[config.mk]
export PLATFORM = sky130hd
export DESIGN_NAME = multicycle_ctrl
export DESIGN_NICKNAME = d
export VERILOG_FILES = /design/src/rtl/mc_ctrl_pkg.sv /design/src/rtl/mc_wait_timer.sv /design/src/rtl/multicycle_ctrl.sv
export SDC_FILE = /design/constraint.sdc
export NUM_CORES = 1
export LEC_CHECK = 0
export ABC_AREA = 1
export ABC_CLOCK_PERIOD_IN_PS = 2170
export CORE_AREA = 5 5 65 52
export DETAILED_ROUTE_END_ITERATION = 16
export DIE_AREA = 0 0 70 57
export GPL_TIMING_DRIVEN = 0
export PLACE_DENSITY = 0.69
export SYNTH_ARGS = -nofsm -noshare
export SYNTH_HDL_FRONTEND = slang
export SYNTH_SLANG_ARGS = --single-unit
export TNS_END_PERCENT = 5
[constraint.sdc]
create_clock -name clk -period 2.17 [get_ports clk]
set_input_delay 0.434 -clock clk [delete_from_list [all_inputs] [get_ports clk]]
set_output_delay 0.434 -clock clk [all_outputs]
set_load 0.01 [all_outputs]
[src/rtl/mc_ctrl_pkg.sv]
// rtl/mc_ctrl_pkg.sv - state encoding, datapath select codes and opcodes for the multi-cycle control FSM
package mc_ctrl_pkg;

  typedef enum logic [3:0] {
    S_FETCH   = 4'd0,
    S_DECODE  = 4'd1,
    S_MEMADDR = 4'd2,
    S_MEM_RD  = 4'd3,
    S_WB_MEM  = 4'd4,
    S_MEM_WR  = 4'd5,
    S_EXEC_I  = 4'd6,
    S_EXEC_R  = 4'd7,
    S_WB_ALU  = 4'd8,
    S_BRANCH  = 4'd9,
    S_TRAP    = 4'd10
  } state_e;

  localparam logic [1:0] IMM_I    = 2'b00;
  localparam logic [1:0] IMM_S    = 2'b01;
  localparam logic [1:0] IMM_B    = 2'b10;
  localparam logic [1:0] IMM_NONE = 2'b11;

  localparam logic [1:0] ALU_ADD   = 2'b00;
  localparam logic [1:0] ALU_SUB   = 2'b01;
  localparam logic [1:0] ALU_FUNCT = 2'b10;

  localparam logic [1:0] SRC_A_PC    = 2'b00;
  localparam logic [1:0] SRC_A_OLDPC = 2'b01;
  localparam logic [1:0] SRC_A_RS1   = 2'b10;

  localparam logic [1:0] SRC_B_RS2  = 2'b00;
  localparam logic [1:0] SRC_B_FOUR = 2'b01;
  localparam logic [1:0] SRC_B_IMM  = 2'b10;

  localparam logic [6:0] OP_LOAD   = 7'b0000011;
  localparam logic [6:0] OP_STORE  = 7'b0100011;
  localparam logic [6:0] OP_IMM    = 7'b0010011;
  localparam logic [6:0] OP_REG    = 7'b0110011;
  localparam logic [6:0] OP_BRANCH = 7'b1100011;

endpackage

[src/rtl/mc_wait_timer.sv]
// rtl/mc_wait_timer.sv - saturating memory-stall counter that flags when a request has waited LIMIT cycles
module mc_wait_timer #(
  parameter int unsigned LIMIT = 255,
  parameter int unsigned CNT_W = 8
) (
  input  logic clk,
  input  logic reset,
  input  logic clear,
  input  logic en,
  output logic expired
);

  localparam logic [CNT_W-1:0] LIMIT_C = CNT_W'(LIMIT);

  logic [CNT_W-1:0] cnt_q, cnt_d;

  always_comb begin
    cnt_d = cnt_q;
    if (clear) begin
      cnt_d = '0;
    end else if (en && (cnt_q != '1)) begin
      cnt_d = cnt_q + 1'b1;
    end
  end

  always_ff @(posedge clk) begin
    if (reset) begin
      cnt_q <= '0;
    end else begin
      cnt_q <= cnt_d;
    end
  end

  // LIMIT of zero means the timeout is disabled entirely.
  assign expired = (LIMIT != 0) && (cnt_q == LIMIT_C);

endmodule

[src/rtl/multicycle_ctrl.sv]
// rtl/multicycle_ctrl.sv - main control FSM of the multi-cycle RV32I core with shared memory port
module multicycle_ctrl
  import mc_ctrl_pkg::*;
#(
  parameter int unsigned WAIT_LIMIT = 255,
  parameter int unsigned CNT_W      = 8
) (
  input  logic       clk,
  input  logic       reset,
  input  logic [6:0] opcode,
  input  logic [2:0] funct3,
  input  logic       zero,
  input  logic       mem_ready,
  output logic       mem_req,
  output logic       mem_we,
  output logic       addr_sel,
  output logic       ir_write,
  output logic       pc_write,
  output logic       pc_src,
  output logic [1:0] imm_sel,
  output logic [1:0] alu_src_a,
  output logic [1:0] alu_src_b,
  output logic [1:0] alu_op,
  output logic       reg_write,
  output logic       wb_sel,
  output logic       instr_done,
  output logic       trap
);

  state_e state_q, state_d;
  logic   waiting, expired, br_ok, taken, is_load;

  assign waiting = (state_q == S_FETCH) || (state_q == S_MEM_RD) || (state_q == S_MEM_WR);
  assign br_ok   = (funct3 == 3'b000) || (funct3 == 3'b001);
  assign taken   = zero ^ funct3[0];
  assign is_load = (opcode == OP_LOAD);

  mc_wait_timer #(.LIMIT(WAIT_LIMIT), .CNT_W(CNT_W)) u_wait_timer (
    .clk     (clk),
    .reset   (reset),
    .clear   (state_d != state_q),
    .en      (waiting && !mem_ready),
    .expired (expired)
  );

  // A ready arriving in the expiry cycle still completes the transfer.
  always_comb begin
    state_d = state_q;
    case (state_q)
      S_FETCH:   if (mem_ready) state_d = S_DECODE; else if (expired) state_d = S_TRAP;
      S_DECODE: begin
        case (opcode)
          OP_LOAD, OP_STORE: state_d = S_MEMADDR;
          OP_IMM:            state_d = S_EXEC_I;
          OP_REG:            state_d = S_EXEC_R;
          OP_BRANCH:         state_d = S_BRANCH;
          default:           state_d = S_TRAP;
        endcase
      end
      S_MEMADDR: state_d = is_load ? S_MEM_RD : S_MEM_WR;
      S_MEM_RD:  if (mem_ready) state_d = S_WB_MEM; else if (expired) state_d = S_TRAP;
      S_WB_MEM:  state_d = S_FETCH;
      S_MEM_WR:  if (mem_ready) state_d = S_FETCH; else if (expired) state_d = S_TRAP;
      S_EXEC_I:  state_d = S_WB_ALU;
      S_EXEC_R:  state_d = S_WB_ALU;
      S_WB_ALU:  state_d = S_FETCH;
      S_BRANCH:  state_d = br_ok ? S_FETCH : S_TRAP;
      S_TRAP:    state_d = S_TRAP;
      default:   state_d = S_TRAP;
    endcase
  end

  always_ff @(posedge clk) begin
    if (reset) begin
      state_q <= S_FETCH;
    end else begin
      state_q <= state_d;
    end
  end

  always_comb begin
    mem_req    = 1'b0;
    mem_we     = 1'b0;
    addr_sel   = 1'b0;
    ir_write   = 1'b0;
    pc_write   = 1'b0;
    pc_src     = 1'b0;
    imm_sel    = IMM_NONE;
    alu_src_a  = SRC_A_PC;
    alu_src_b  = SRC_B_RS2;
    alu_op     = ALU_ADD;
    reg_write  = 1'b0;
    wb_sel     = 1'b0;
    instr_done = 1'b0;
    trap       = 1'b0;
    case (state_q)
      S_FETCH: begin
        mem_req   = 1'b1;
        alu_src_b = SRC_B_FOUR;
        ir_write  = mem_ready;
        pc_write  = mem_ready;
      end
      S_DECODE: begin
        alu_src_a = SRC_A_OLDPC;
        alu_src_b = SRC_B_IMM;
        imm_sel   = IMM_B;
      end
      S_MEMADDR: begin
        alu_src_a = SRC_A_RS1;
        alu_src_b = SRC_B_IMM;
        imm_sel   = is_load ? IMM_I : IMM_S;
      end
      S_MEM_RD: begin
        mem_req  = 1'b1;
        addr_sel = 1'b1;
      end
      S_WB_MEM: begin
        reg_write  = 1'b1;
        wb_sel     = 1'b1;
        instr_done = 1'b1;
      end
      S_MEM_WR: begin
        mem_req    = 1'b1;
        mem_we     = 1'b1;
        addr_sel   = 1'b1;
        instr_done = mem_ready;
      end
      S_EXEC_I: begin
        alu_src_a = SRC_A_RS1;
        alu_src_b = SRC_B_IMM;
        imm_sel   = IMM_I;
        alu_op    = ALU_FUNCT;
      end
      S_EXEC_R: begin
        alu_src_a = SRC_A_RS1;
        alu_op    = ALU_FUNCT;
      end
      S_WB_ALU: begin
        reg_write  = 1'b1;
        instr_done = 1'b1;
      end
      S_BRANCH: begin
        alu_src_a  = SRC_A_RS1;
        alu_op     = ALU_SUB;
        pc_src     = 1'b1;
        pc_write   = br_ok && taken;
        instr_done = br_ok;
      end
      S_TRAP:  trap = 1'b1;
      default: ;
    endcase
    // Reset abandons any outstanding request, so nothing may strobe during it.
    if (reset) begin
      mem_req    = 1'b0;
      mem_we     = 1'b0;
      ir_write   = 1'b0;
      pc_write   = 1'b0;
      reg_write  = 1'b0;
      instr_done = 1'b0;
      trap       = 1'b0;
    end
  end

endmodule
==> summary.md, run 1 <==
| Metric | Value |
|---|---|
| Critical path depth in cells | `6` |
| Die width | `70 µm` |
| Synth top area share | `23.2%` |
| Worst Hold End | `u_wait_timer.cnt_q[7]` |
| Crit-path most repeated cell | `clkdlybuf4s50_1` |
| Ys flop type | `dfxtp_1` |
| Core footprint | `~2800 µm²` |
| Worst Hold Launch | `u_wait_timer.cnt_q[7]` |
| Failing checks | `negative setup slack` |
| H-tree levels | `1` |
| Largest net degree at the start of global routing | `11` |
| Wire per inst | `around 10 µm` |
| Final cycle utilization of the critical path | `105%` |
| IO Pins | `32` |
| RR Startpoint | `u_wait_timer.cnt_q[0]` |
| Setup CP Type | `in2out` |
| R2r worst-path depth | `11` |
| Initial core utilization | `between 30 and 40%` |
| Asr flop ratio synth | `0%` |
| Area after DPL | `1390 µm²` |
| Hold_buf cts | `0` |
| Reg2Reg Capture Point | `u_wait_timer.cnt_q[5]` |
| Final core occ | `a little over half` |
| Max incr delay on CP | `about 540 ps` |
| Clock-pin slew on the worst setup and hold paths | `~80 ps` |
| Post-route ant nets | `0` |
| Worst path required time | `roughly 1700 ps` |
| Worst Path Max Fanout | `6` |
| Crit path launch type | `primary input` |
| CTS buffer count | `3` |
| Initial DRC Count | `42` |
| Tightest Pin Transition | `roughly 480 ps` |
| Synthesis-to-finish area growth | `39.0%` |
| Nets | `approximately 230` |
| WHS | `about 540 ps` |
| Synth unique cells | `26` |
| Vias per cell | `~4.5` |
| YS warnings | `0` |
| Avg Cell Area, Syn | `between 5 and 6 µm²` |
| DP Worst Slack | `-280 ps` |
| Hold Path Depth | `2` |
| Drt first pass iters | `4` |
| Final WL | `about 2.6 mm` |
| Fill cells | `between 200 and 300` |
| DP Cell Count | `roughly 250` |
| Post-DP HPWL | `about 2.1 mm` |
| Worst skew pair latency | `270 ps` |
| Clock sink count | `12` |
| First-pass GRT wire length | `between 4 and 5 mm` |
| Final max-slew violation count | `0` |
| Worst EP arrival | `~1800 ps` |
| Critical-path cell list | `clkdlybuf4s50_1, inv_2, nor2_2, inv_1, nor2_1, clkdlybuf4s50_1` |
| Count leader, synth | `nand2_1` |
| Cell taking the most area after synthesis | `dfxtp_1` |
| Non-Filler Instances | `251` |
| Part of the Yosys area used for sequential elements | `about 23%` |
| CP max stage cell | `clkdlybuf4s50_1` |
| Synth area leaders | `dfxtp_1, nand2_1, inv_1` |
| Final setup margin | `-104 ps` |
| Vias in the first global route | `1002` |
| Syn Inst Count | `between 150 and 200` |
| R2r setup slk | `a little under 400 ps` |
| Net Count, Synth | `193` |
| Post-synth top cells | `nand2_1, inv_1, nor2_1, nand3_1, dfxtp_1` |
| WP buf/inv | `4` |
| GP Congestion | `around 0.88` |
| P per Cell Area | `between 1000 and 1500 nW/µm²` |
| Die Footprint | `about 4000 µm²` |
| RSZ-0062 raised after global routing | `yes` |
| Period minus WS final | `around 2300 ps` |
| Via count | `~1100` |
| Total grt overflow | `0` |
| Lkg Pwr | `around 0.73 nW` |
| Max Root-Sink Buffers | `2` |
| Relative slew margins | `around two thirds` |
| Crit. End Element | `primary output` |
| Final design instance area without fill | `1440 µm²` |
| Number of synthesized flops with an enable pin | `0` |
| Post-Syn Area | `between 1000 and 1500 µm²` |
| DRC Markers | `0` |
| Peak supply drop | `slightly above 0.5 mV` |
| Initial antenna violation count | `0` |
| Final worst clock skew | `about 5.3 ps` |
| Dominant delay contributor by cell family on the critical path | `buffers and inverters` |
| Number of synthesized register bits | `12` |
| Max Clock Freq | `440 MHz` |
| Root buffer cell | `clkbuf_4` |
| GR Util All Layers | `approximately an eighth` |
| Cell row count | `17` |
| Max Cap Viol | `0` |
| Input/output buffers | `30` |
| Layout cells sized above 1 | `about 14%` |
| Status | `finished, violations left` |
| Setup violators final | `1` |
| Worst Hold Class | `reg2reg` |
| Diode count | `0` |
| CTS tree | `done` |
| Chip height | `57 µm` |
| Final Hold Fails | `0` |
-- metrics by stage --
step                setup TNS [ps]  power (mW)
detailed placement            -807        1.47
floorplan                        0        1.05
global route                  -354        1.81
global placement              -857        1.47
CTS                           -317        1.64
finish                        -104        1.65
-- state kept, by name, summed over array words and instances, names as in the netlist --
name / count
state_q: 4
u_wait_timer.cnt_q: 8
-- worst max-delay path by stage --
stage	slack, ps	to	from
4_1_cts	-170	instr_done	state_q[0]
6_report	-100	ir_write	mem_ready
2_1_floorplan	490	pc_write	state_q[3]
3_3_place_gp	-300	pc_write	mem_ready
5_1_grt	-230	ir_write	state_q[1]
3_5_place_dp	-280	pc_write	mem_ready
-- where the power goes --
group          leakage, nW  internal, mW  switching (mW)  total (mW)
combinational        0.612         0.494           0.685        1.18
clock               0.0210         0.102          0.0717       0.174
sequential          0.0981         0.263          0.0374       0.300
total                0.731         0.859           0.794        1.65
-- logic make-up (layout without fill, tap and decap cells) --
logic type,count (synthesis),count (layout),synth area share [%]
AND/OR/NAND/NOR,105,105,46.4
buffers and inverters,39,74,15.2
AO/OA/AOI/OAI,14,14,8.08
flip-flops,12,12,23.2
XOR/XNOR,7,7,5.91
adder cells (fa/ha/maj),1,1,1.21
-- final cells by class --
cell class	instances	area (µm²)	share of cell area, %
Sequential cell	12	243	16.8
Multi-Input combinational cell	127	652	45.2
Clock buffer	4	36.3	2.52
Tap cell	38	47.5	3.30
Buffer	4	30.0	2.08
Inverter	35	131	9.11
Timing Repair Buffer	31	302	20.9
-- worst register-to-register path, cell delays in order, from the launching register on --
cell and delay [ps]:
dfxtp_1 370, ha_1 160, inv_1 50, nor2_1 170, nand2_1 180, nand2_1 100
nand3_1 120, nand3_1 110, nand2_1 60, nor2_2 100, nand3_2 180, nor2_1 150
-- per-layer routing --
layer	vias to the layer above	track usage, %	wire, µm
li1	618	-	-
met1	486	17.9	1340
met2	34	20.7	1070
met3	0	4.05	184
met4	0	1.64	0
met5	-	0	0
-- what timing repair did --
action | CTS | global route
pin swaps | 1 | 1
endpoints found under the hold margin | 0 | 0
gates resized for setup | 11 | 9
setup endpoints to repair | 8 | 11
gates cloned | 0 | 0
setup buffers | 0 | 1
-- cell usage in the layout (no fill, tap or decap), types with 4 or more instances in the layout --
cell type,count
xor2_1,4
clkdlybuf4s50_1,23
nor2_1,26
a21oi_1,4
buf_4,4
nand2_1,44
inv_2,4
inv_1,31
nand3_1,16
dfxtp_1,10
nor2_2,6
(Power assumes the default switching activity.)
==> inputs of run 2 (changes only) <==
--- a/config.mk
+++ b/config.mk
@@ -6,7 +6,7 @@
 export NUM_CORES = 1
 export LEC_CHECK = 0
 export ABC_AREA = 1
-export ABC_CLOCK_PERIOD_IN_PS = 2170
+export ABC_CLOCK_PERIOD_IN_PS = 2600
 export CORE_AREA = 5 5 65 52
 export DETAILED_ROUTE_END_ITERATION = 16
 export DIE_AREA = 0 0 70 57
@@ -15,4 +15,4 @@
 export SYNTH_ARGS = -nofsm -noshare
 export SYNTH_HDL_FRONTEND = slang
 export SYNTH_SLANG_ARGS = --single-unit
-export TNS_END_PERCENT = 5
+export TNS_END_PERCENT = 50
==> constraint.sdc (replaced) <==
create_clock -name clk -period 2.6 [get_ports clk]
set_input_delay 0.52 -clock clk [delete_from_list [all_inputs] [get_ports clk]]
set_output_delay 0.52 -clock clk [all_outputs]
set_load 0.01 [all_outputs]
==> summary.md, run 2 (synthesis gave the netlist of run 1 again) <==
| Metric | Value |
|---|---|
| Status | `finished, final reports clean (was finished, violations left)` |
| Fill cells | `285 (was 283)` |
| Root buffer cell | `clkbuf_4 (unchanged)` |
| Crit path launch type | `primary input (unchanged)` |
| Max Root-Sink Buffers | `2 (unchanged)` |
| Final Hold Fails | `0 (unchanged)` |
| Wire per inst | `10.2 µm (was 10.3 µm)` |
| Most frequent cells in the layout | `nand2_1, inv_1, clkdlybuf4s50_1 (was nand2_1, inv_1, nor2_1)` |
| Reg with most FFs | `u_wait_timer.cnt_q (unchanged)` |
| H-tree levels | `1 (unchanged)` |
| Non-Filler Instances | `250 (was 251)` |
| DP Worst Slack | `-22.0 ps (was -280 ps)` |
| First-pass GRT wire length | `4.31 mm (was 4.33 mm)` |
| Clock sink count | `12 (unchanged)` |
| Worst path required time | `2080 ps (was 1740 ps)` |
| Final design instance area without fill | `1430 µm² (was 1440 µm²)` |
| Via count | `1139 (was 1138)` |
| Tightest Pin Transition | `483 ps (was 476 ps)` |
| Initial core utilization | `37.5% (unchanged)` |
| Wl on met1 | `1.32 mm (was 1.34 mm)` |
| Top layer in use | `met3 (unchanged)` |
| Max Cap Viol | `0 (unchanged)` |
| Largest registers | `u_wait_timer.cnt_q (8), state_q (4) (unchanged)` |
| Vias per cell | `4.56 (was 4.53)` |
| Final setup margin | `59.7 ps (was -104 ps)` |
| Met2 wire length | `1.04 mm (was 1.07 mm)` |
| Input/output buffers | `30 (unchanged)` |
| Post-DP HPWL | `2.15 mm (unchanged)` |
| Total chip power | `1.37 mW (was 1.65 mW)` |
| Total grt overflow | `0 (unchanged)` |
| Post-route ant nets | `0 (unchanged)` |
| Lkg Pwr | `0.698 nW (was 0.731 nW)` |
| Final WL | `2.56 mm (was 2.59 mm)` |
| Core footprint | `2770 µm² (unchanged)` |
| IO Pins | `32 (unchanged)` |
| RSZ-0062 raised after global routing | `no (was yes)` |
| Worst Hold Class | `reg2reg (unchanged)` |
| Diode count | `0 (unchanged)` |
| Initial DRC Count | `55 (was 42)` |
| Final cycle utilization of the critical path | `just under 100%` |
| Worst Path Max Fanout | `6 (unchanged)` |
| Clock-pin slew on the worst setup and hold paths | `80 ps (about the same)` |
| Sw Ratio | `47.1% (was 48.0%)` |
| Post-CTS Setup Bufs | `0 (unchanged)` |
| CTS tree | `done (unchanged)` |
| Synthesis-to-finish area growth | `37.6% (was 39.0%)` |
| Vias in the first global route | `1004 (was 1002)` |
| Largest net degree at the start of global routing | `11 (unchanged)` |
| Chip height | `57 µm (unchanged)` |
| Die Footprint | `3990 µm² (unchanged)` |
| Commonest non-fill, non-tap cell in the layout | `nand2_1 (unchanged)` |
| Setup CP Type | `in2out (unchanged)` |
| Met3 wire len | `194 µm (was 184 µm)` |
| Final worst clock skew | `5.67 ps (was 5.28 ps)` |
| Worst EP arrival | `2020 ps (was 1840 ps)` |
| Cell row count | `17 (unchanged)` |
| GP Congestion | `0.880 (unchanged)` |
| Area after DPL | `1390 µm² (unchanged)` |
| Max reg flops | `8 (unchanged)` |
| Crit. End Element | `primary output (unchanged)` |
| Die width | `70 µm (unchanged)` |
| Combinational power share | `71.3% (about the same)` |
| Peak supply drop | `0.422 mV (was 0.506 mV)` |
| Relative slew margins | `67.8% (was 68.3%)` |
| Clock Power Share | `10.6% (was 10.5%)` |
| GR Util All Layers | `13.0% (about the same)` |
| Worst skew pair latency | `270 ps (about the same)` |
| Nets | `228 (was 229)` |
| P per Cell Area | `960 nW/µm² (was 1150 nW/µm²)` |
| Max Clock Freq | `approximately 390 MHz` |
| Final max-slew violation count | `0 (unchanged)` |
| Pint | `0.725 mW (was 0.859 mW)` |
| Initial antenna violation count | `0 (unchanged)` |
| Period minus WS final | `~2500 ps` |
| Reg power frac | `18.1% (was 18.2%)` |
| Drt first pass iters | `4 (unchanged)` |
| Hold_buf cts | `0 (unchanged)` |
| P_sw | `0.646 mW (was 0.794 mW)` |
| DP Cell Count | `246 (unchanged)` |
| DRC Markers | `0 (unchanged)` |
| Layout cells sized above 1 | `9.91% (was 13.6%)` |
| CTS buffer count | `3 (unchanged)` |
| Setup violators final | `0 (was 1)` |
run 2: cell types whose count changed in the layout (fill, tap and decap cells not counted), sizes merged:
cell / change
clkdlybuf4s50: +6
dlygate4sd2: -3
buf: -2
clkbuf: -1
dlymetal6s2s: -1
run 2: layer usage:
layer  GRT usage (%)  up-vias
met5               0        -
met4            1.64        0
met3            4.05        0
met2            20.7       38
met1            17.7      485
li1                -      616
run 2: path summary, 6_finish.rpt:
| kind | start | end | slack (ps) | depth (start not counted) |
|---|---|---|---|---|
| worst min-delay path | u_wait_timer.cnt_q[7] | u_wait_timer.cnt_q[7] | 540 | 2 |
| worst min register to register | u_wait_timer.cnt_q[7] | u_wait_timer.cnt_q[7] | 540 | 2 |
| worst max-delay path | mem_ready | ir_write | 60 | 6 |
| worst max register to register | u_wait_timer.cnt_q[0] | u_wait_timer.cnt_q[5] | 820 | 11 |
run 2: power by group through the flow:
stage	sequential (mW)	clock, mW	combinational, mW
5_1_grt	0.253	0.161	1.09
3_5_place_dp	0.251	0	0.977
3_3_place_gp	0.249	0	0.975
2_1_floorplan	0.245	0	0.633
6_report	0.248	0.145	0.978
4_1_cts	0.246	0.151	0.984
run 2: repair_timing:
action / CTS / global route
endpoints found under the setup margin: 1 / 3
hold endpoints to repair: 0 / 0
pin swaps: 0 / 1
resized for setup: 1 / 2
run 2: metrics by stage:
| stage | hold WS (ps) | utilization (%) | setup TNS (ps) |
|---|---|---|---|
| floorplan | 495 | - | 0 |
| global placement | 517 | 50.1 | -42.2 |
| detailed placement | 518 | 50.1 | -22.0 |
| CTS | 540 | 51.5 | 0 |
| global route | 564 | 51.6 | 0 |
| finish | 538 | 51.6 | 0 |
run 2: cell type report:
type | count | area (µm²) | share of cell area [%]
Tap cell | 38 | 47.5 | 3.33
Buffer | 4 | 26.3 | 1.84
Multi-Input combinational cell | 127 | 642 | 45.0
Inverter | 35 | 131 | 9.20
Clock buffer | 4 | 36.3 | 2.54
Timing Repair Buffer | 30 | 303 | 21.2
Sequential cell | 12 | 241 | 16.9
run 2: worst max-delay path, stage by stage:
cell and delay [ps]:
clkdlybuf4s50_1 490, inv_1 140, nor2_2 170, inv_1 70, nor2_1 90, clkdlybuf4s50_1 540
==> inputs of run 3 (changes only) <==
--- a/config.mk
+++ b/config.mk
@@ -11,7 +11,9 @@
 export DETAILED_ROUTE_END_ITERATION = 16
 export DIE_AREA = 0 0 70 57
 export GPL_TIMING_DRIVEN = 0
+export HOLD_SLACK_MARGIN = 0.1
 export PLACE_DENSITY = 0.69
+export SLEW_MARGIN = 20
 export SYNTH_ARGS = -nofsm -noshare
 export SYNTH_HDL_FRONTEND = slang
 export SYNTH_SLANG_ARGS = --single-unit
==> results of run 3 <==
The final DEF is identical to that of run 2; final timing and power are the same.
